**src/rtl/ro_meas_pkg.sv**
```systemverilog
// Shared types and constants for the ring-oscillator frequency comparator.
// RO_SYNC3_EN selects a three-flop synchroniser instead of two.
package ro_meas_pkg;

  typedef enum logic [1:0] {
    IDLE,
    SETTLE,
    COUNT,
    DONE
  } state_t;

  localparam logic [1:0] BYTE_C1_LO = 2'd0;
  localparam logic [1:0] BYTE_C1_HI = 2'd1;
  localparam logic [1:0] BYTE_C2_LO = 2'd2;
  localparam logic [1:0] BYTE_C2_HI = 2'd3;

`ifdef RO_SYNC3_EN
  localparam int SYNC_STAGES = 3;
`else
  localparam int SYNC_STAGES = 2;
`endif

endpackage

```
**src/rtl/ro_edge_counter.sv**
```systemverilog
// One bank: RO mux, synchroniser, rising-edge detect and
// saturating edge counter with clear and enable.
module ro_edge_counter
  import ro_meas_pkg::*;
#(
  parameter int N_RO  = 32,
  parameter int SEL_W = 5,
  parameter int CNT_W = 16
) (
  input  logic             clk,
  input  logic             rst_n,
  input  logic [N_RO-1:0]  ro,
  input  logic [SEL_W-1:0] sel,
  input  logic             clr,
  input  logic             en,
  output logic [CNT_W-1:0] cnt,
  output logic [CNT_W-1:0] cnt_nxt
);

  logic [SYNC_STAGES-1:0] sync;
  logic                   prev;
  logic                   rise;

  always_ff @(posedge clk) begin
    if (!rst_n) begin
      sync <= '0;
      prev <= 1'b0;
    end else begin
      sync <= {sync[SYNC_STAGES-2:0], ro[sel]};
      prev <= sync[SYNC_STAGES-1];
    end
  end

  assign rise = sync[SYNC_STAGES-1] & ~prev;

  // Next value is exported so the parent can compare final counts
  // on the last window cycle, including that cycle's edge.
  always_comb begin
    cnt_nxt = cnt;
    if (clr)
      cnt_nxt = '0;
    else if (en && rise && (cnt != {CNT_W{1'b1}}))
      cnt_nxt = cnt + 1'b1;
  end

  always_ff @(posedge clk) begin
    if (!rst_n)
      cnt <= '0;
    else
      cnt <= cnt_nxt;
  end

endmodule

```
**src/rtl/ro_freq_compare.sv**
```systemverilog
// Compares edge counts of two selected ROs over a gate window.
// Build with RO_SYNC3_EN for a three-flop synchroniser.
module ro_freq_compare
  import ro_meas_pkg::*;
#(
  parameter int N_RO       = 32,
  parameter int SEL_W      = 5,
  parameter int CNT_W      = 16,
  parameter int WIN_CYCLES = 1024
) (
  input  logic             clk,
  input  logic             rst_n,
  input  logic [N_RO-1:0]  ro1_in,
  input  logic [N_RO-1:0]  ro2_in,
  input  logic [SEL_W-1:0] ro_sel,
  input  logic             start,
  input  logic [1:0]       byte_sel,
  output logic             busy,
  output logic             done,
  output logic             resp,
  output logic [7:0]       dout
);

  localparam int WIN_W = $clog2(WIN_CYCLES + 1);

  state_t             state, state_nxt;
  logic [SEL_W-1:0]   sel_q;
  logic [2:0]         st_cnt;
  logic [WIN_W-1:0]   win;
  logic               accept, last, cnt_en;
  logic [CNT_W-1:0]   cnt1, cnt2, cnt1_nxt, cnt2_nxt;
  logic [15:0]        c1x, c2x;
  logic [7:0]         dsel;

  assign cnt_en = (state == COUNT);
  assign busy   = (state == SETTLE) || (state == COUNT);

  ro_edge_counter #(
    .N_RO(N_RO), .SEL_W(SEL_W), .CNT_W(CNT_W)
  ) u_bank1 (
    .clk(clk), .rst_n(rst_n), .ro(ro1_in), .sel(sel_q),
    .clr(accept), .en(cnt_en), .cnt(cnt1), .cnt_nxt(cnt1_nxt)
  );

  ro_edge_counter #(
    .N_RO(N_RO), .SEL_W(SEL_W), .CNT_W(CNT_W)
  ) u_bank2 (
    .clk(clk), .rst_n(rst_n), .ro(ro2_in), .sel(sel_q),
    .clr(accept), .en(cnt_en), .cnt(cnt2), .cnt_nxt(cnt2_nxt)
  );

  always_comb begin
    state_nxt = state;
    accept    = 1'b0;
    last      = 1'b0;
    unique case (state)
      IDLE, DONE: begin
        if (start) begin
          accept    = 1'b1;
          state_nxt = SETTLE;
        end
      end
      SETTLE: begin
        if (st_cnt == 3'(SYNC_STAGES))
          state_nxt = COUNT;
      end
      COUNT: begin
        if (win == WIN_W'(WIN_CYCLES - 1)) begin
          last      = 1'b1;
          state_nxt = DONE;
        end
      end
      default: state_nxt = IDLE;
    endcase
  end

  assign c1x = 16'(cnt1);
  assign c2x = 16'(cnt2);

  always_comb begin
    dsel = 8'h00;
    unique case (byte_sel)
      BYTE_C1_LO: dsel = c1x[7:0];
      BYTE_C1_HI: dsel = c1x[15:8];
      BYTE_C2_LO: dsel = c2x[7:0];
      BYTE_C2_HI: dsel = c2x[15:8];
      default:    dsel = 8'h00;
    endcase
  end

  always_ff @(posedge clk) begin
    if (!rst_n) begin
      state  <= IDLE;
      sel_q  <= '0;
      st_cnt <= '0;
      win    <= '0;
      resp   <= 1'b0;
      done   <= 1'b0;
      dout   <= '0;
    end else begin
      state <= state_nxt;
      dout  <= dsel;
      if (state == SETTLE) st_cnt <= st_cnt + 1'b1;
      if (state == COUNT)  win    <= win + 1'b1;
      if (accept) begin
        sel_q  <= ro_sel;
        st_cnt <= '0;
        win    <= '0;
        resp   <= 1'b0;
        done   <= 1'b0;
      end
      if (last) begin
        resp <= (cnt1_nxt > cnt2_nxt);
        done <= 1'b1;
      end
    end
  end

endmodule

```
**config.mk**
```make
export PLATFORM = sky130hd
export DESIGN_NAME = ro_freq_compare
export DESIGN_NICKNAME = d
export VERILOG_FILES = /design/src/rtl/ro_meas_pkg.sv /design/src/rtl/ro_edge_counter.sv /design/src/rtl/ro_freq_compare.sv
export SDC_FILE = /design/constraint.sdc
export NUM_CORES = 1
export LEC_CHECK = 0
export CORE_MARGIN = 3
export CORE_UTILIZATION = 30
export DETAILED_ROUTE_END_ITERATION = 12
export SYNTH_ARGS = -nofsm -noshare
export SYNTH_HDL_FRONTEND = slang
export SYNTH_SLANG_ARGS = --single-unit
```
**constraint.sdc**
```tcl
create_clock -name clk -period 3.6 [get_ports clk]
set_input_delay 0.72 -clock clk [delete_from_list [all_inputs] [get_ports clk]]
set_output_delay 0.72 -clock clk [all_outputs]
set_load 0.05 [all_outputs]
```
==> results.yml <==
run_status:
  status: "completed"
synth:
  synth.avg_cell_area_um2: 9.32
  synth_xor_area_share_pct: 7.26
  syn_inst: 453
  synth-compound-area-share_pct: 8.30
  syn_nets: 550
  yosysWarnings: 0
  synthAdderAreaFrac_pct: 6.82
  synth_edf_count: 0
  async_flop_share_pct: 0
  synth_top_cell_by_area: "dfxtp_1"
  synth.cell_area_um2: 4220
  synth_cell_types: 58
  synth-seq-cells: 69
  synth_mux_area_share_pct: 14.0
  synth_top_family_by_area: "simple AND/OR/NAND/NOR gates"
  ys_top_cells_by_area: "dfxtp_1 (33%), mux4_2 (13%), ha_1 (6.8%)"
  synth_top_area_share_pct: 32.7
  ys_seq_area_share_pct: 32.7
  yosys.area_share.simple_pct: 28.0
  synth_ff_type: "dfxtp_1"
power:
  p_leak_uw: 0.00206
  pwr-share-clk_pct: 35.2
  p_switching_uw: 724
  ir_drop_mv: 0.203
  swShare_pct: 30.9
  seq_power_share_pct: 37.7
  p_comb_share_pct: 27.1
  p_per_area_nw_per_um2: 424
  power_uw: 2340
  internal-power_uw: 1620
run:
  maxCapViolCount: 0
global_route:
  top_usage_layer: "met2"
  antenna_found_initial: 0
  grt_pass1_wl_um: 19800
  grt_util_met2_pct: 25.6
  grtUsageMet3_pct: 3.90
  gr-total-overflow: 0
  track_usage_pct: 15.9
  met1_usage_pct: 20.5
  first_global_vias: 3719
  grt_max_degree: 28
sta:
  setup_viol: 0
  skew_ns: 0.00871
  fin_setup_tns_ns: 0
  tightest_slew_ns: 0.911
  maxSlewHeadroom_pct: 39.2
  fin_crit_ns: 3.14
  whs_ns: 0.457
  max_freq_mhz: 318
  fin_crit_sh_pct: 87.3
  rsz0062_at_grt: "false"
  hold_viol: 0
  drv_slew: 0
worst_setup_path:
  critical_path.slowest_cell: "nor2_1"
  path_cells: "ha_1, nand3b_1, nor2_1, nand4_1, xor2_1, nor2_1, ha_1, nand4_1, nor4_1, o21ai_0, o211a_1, o22ai_1"
  cp_slowest_stage_delay_ns: 0.43
  crit_path_start_kind: "flop"
  crit_type: "reg2reg"
  end_kind: "flop"
  required_ns: 3.86
  cp_data_arrival_time_ns: 3.40
  critPathMaxFanout: 7
floorplan:
  start_util_pct: 31.2
  core_area_um2: 13500
  num_rows: 42
  die-height_um: 125
  die_w_um: 125
  dieArea_um2: 15500
  io_pins: 85
clock_tree:
  clk_pin_slew_ns: 0.06
  clockBufferDepth: 2
  clk_latency_ns: 0.34
  cts_made_buffers: 9
  clock-root-buffer: "clkbuf_16"
  tritoncts: "built"
  ctsHoldBuffers: 0
  post-cts-setup-buffer-count: 0
  cts_max_level: 3
  ctsResizeCount: 0
  clkSinkCount: 69
cells_and_area:
  antennaDiodeCount: 0
  final_cell_mix: "clkdlybuf4s50_1 (84), dfxtp_1 (69), nor2_1 (58)"
  area_delta_synth_final_pct: 30.8
  n_fill_cell: 1303
  stdcell_count: 716
  final_common_cell: "clkdlybuf4s50_1"
  regArea_um2: 1380
  drive_above_1_share_pct: 11.5
  multi_input_comb_area_um2: 2720
  final_core_util_pct: 40.9
  nNetsFinal: 632
drt:
  route.detailed.drc: 0
  dr.first_iter.drc_count: 217
  viasPerCell: 5.20
  drt_wl_total_um: 12100
  vias: 3725
  firstDrtPassIters: 4
  ant_nets: 0
  post_drt_wl_per_cell_um: 16.9
place:
  numPortBuffers: 84
  dp_cells: 700
  gp_congestion: 0.938
  dpl.hpwl_um: 9520
hold_path:
  min_path_type: "reg2reg"
==> state kept, by name, indices dropped and copies added (netlist names), 2 cells and up <==
name          flops
win              11
dout              8
u_bank1.cnt      16
u_bank2.sync      2
sel_q             5
u_bank2.cnt      16
u_bank1.sync      2
st_cnt            3
state             2
==> layer usage <==
metal | wire length, um | part of all wire, % | up-vias
li1 | - | - | 1794
met1 | 5280 | 44 | 1754
met2 | 5540 | 46 | 159
met3 | 1080 | 8.9 | 18
met4 | 210 | 1.7 | 0
met5 | 0 | 0 | -
==> power by group through the flow <==
stage | Sequential, uW | Combinational [uW] | Clock [uW]
2_1_floorplan | 850 | 459 | 0
3_3_place_gp | 897 | 639 | 0
3_5_place_dp | 900 | 639 | 0
4_1_cts | 885 | 647 | 850
5_1_grt | 893 | 702 | 869
6_report | 882 | 636 | 824
==> critical path, delay by kind of cell (launching register included) <==
family,cells,cell delay (ns)
DFF,1,0.36
AOI/OAI and AO/OA,3,0.42
adders and majority gates,2,0.62
and+or+nand+nor,6,1.40
xor gates and xnor gates,1,0.28
==> area by class of cell <==
| cell class | instances | share of cell area [%] |
|---|---|---|
| timing repair buffer | 92 | 16.3 |
| clock inverter | 3 | 0.363 |
| clock buffer | 13 | 4.71 |
| inverter | 6 | 0.408 |
| tap | 176 | 3.99 |
| multi-input combinational | 357 | 49.2 |
| sequential | 69 | 25.0 |
==> per-stage QoR <==
step                      area (um2)  setup slack [ns]
final                           5520             0.458
after global routing            5520             0.156
after CTS                       5520             0.480
after detailed placement        5240             0.255
after global placement          5240             0.370
after floorplan                 4220             0.946
==> final timing paths <==
kind	end	cells after the start	slack [ns]	from
worst max register to register	resp$_SDFFE_PN0P_	12	0.46	state[1]$_SDFFE_PN0P_
worst min register to register	u_bank1.sync[1]$_SDFF_PN0_	1	0.46	u_bank1.sync[0]$_SDFF_PN0_
worst min-delay path	u_bank1.sync[1]$_SDFF_PN0_	1	0.46	u_bank1.sync[0]$_SDFF_PN0_
worst max-delay path	resp$_SDFFE_PN0P_	12	0.46	state[1]$_SDFFE_PN0P_
==> logic make-up after synthesis <==
| logic type | Yosys count |
|---|---|
| buf+inv | 27 |
| mux | 29 |
| xor+xnor | 35 |
| flops | 69 |
| compound gates | 53 |
| fa+ha+maj | 23 |
| simple gates | 217 |
==> cells in the mapped netlist, drive strengths merged (3+ instances only) <==
library cell and count:
dfxtp 69, nor2 58, nand2 47, mux4 24, ha 23, xor2 21
nand3 20, nand4 16, a21oi 15, and2 15, clkbuf 15, xnor2 14
nor2b 13, nor3 10, and3 9, o21ai 9, nand2b 7, buf 6
inv 6, a21boi 5, and4 4, mux2i 4, nor4 4, o22ai 4
or3 4, nand4b 3, o211ai 3
Power figures use the tool's default switching activity.
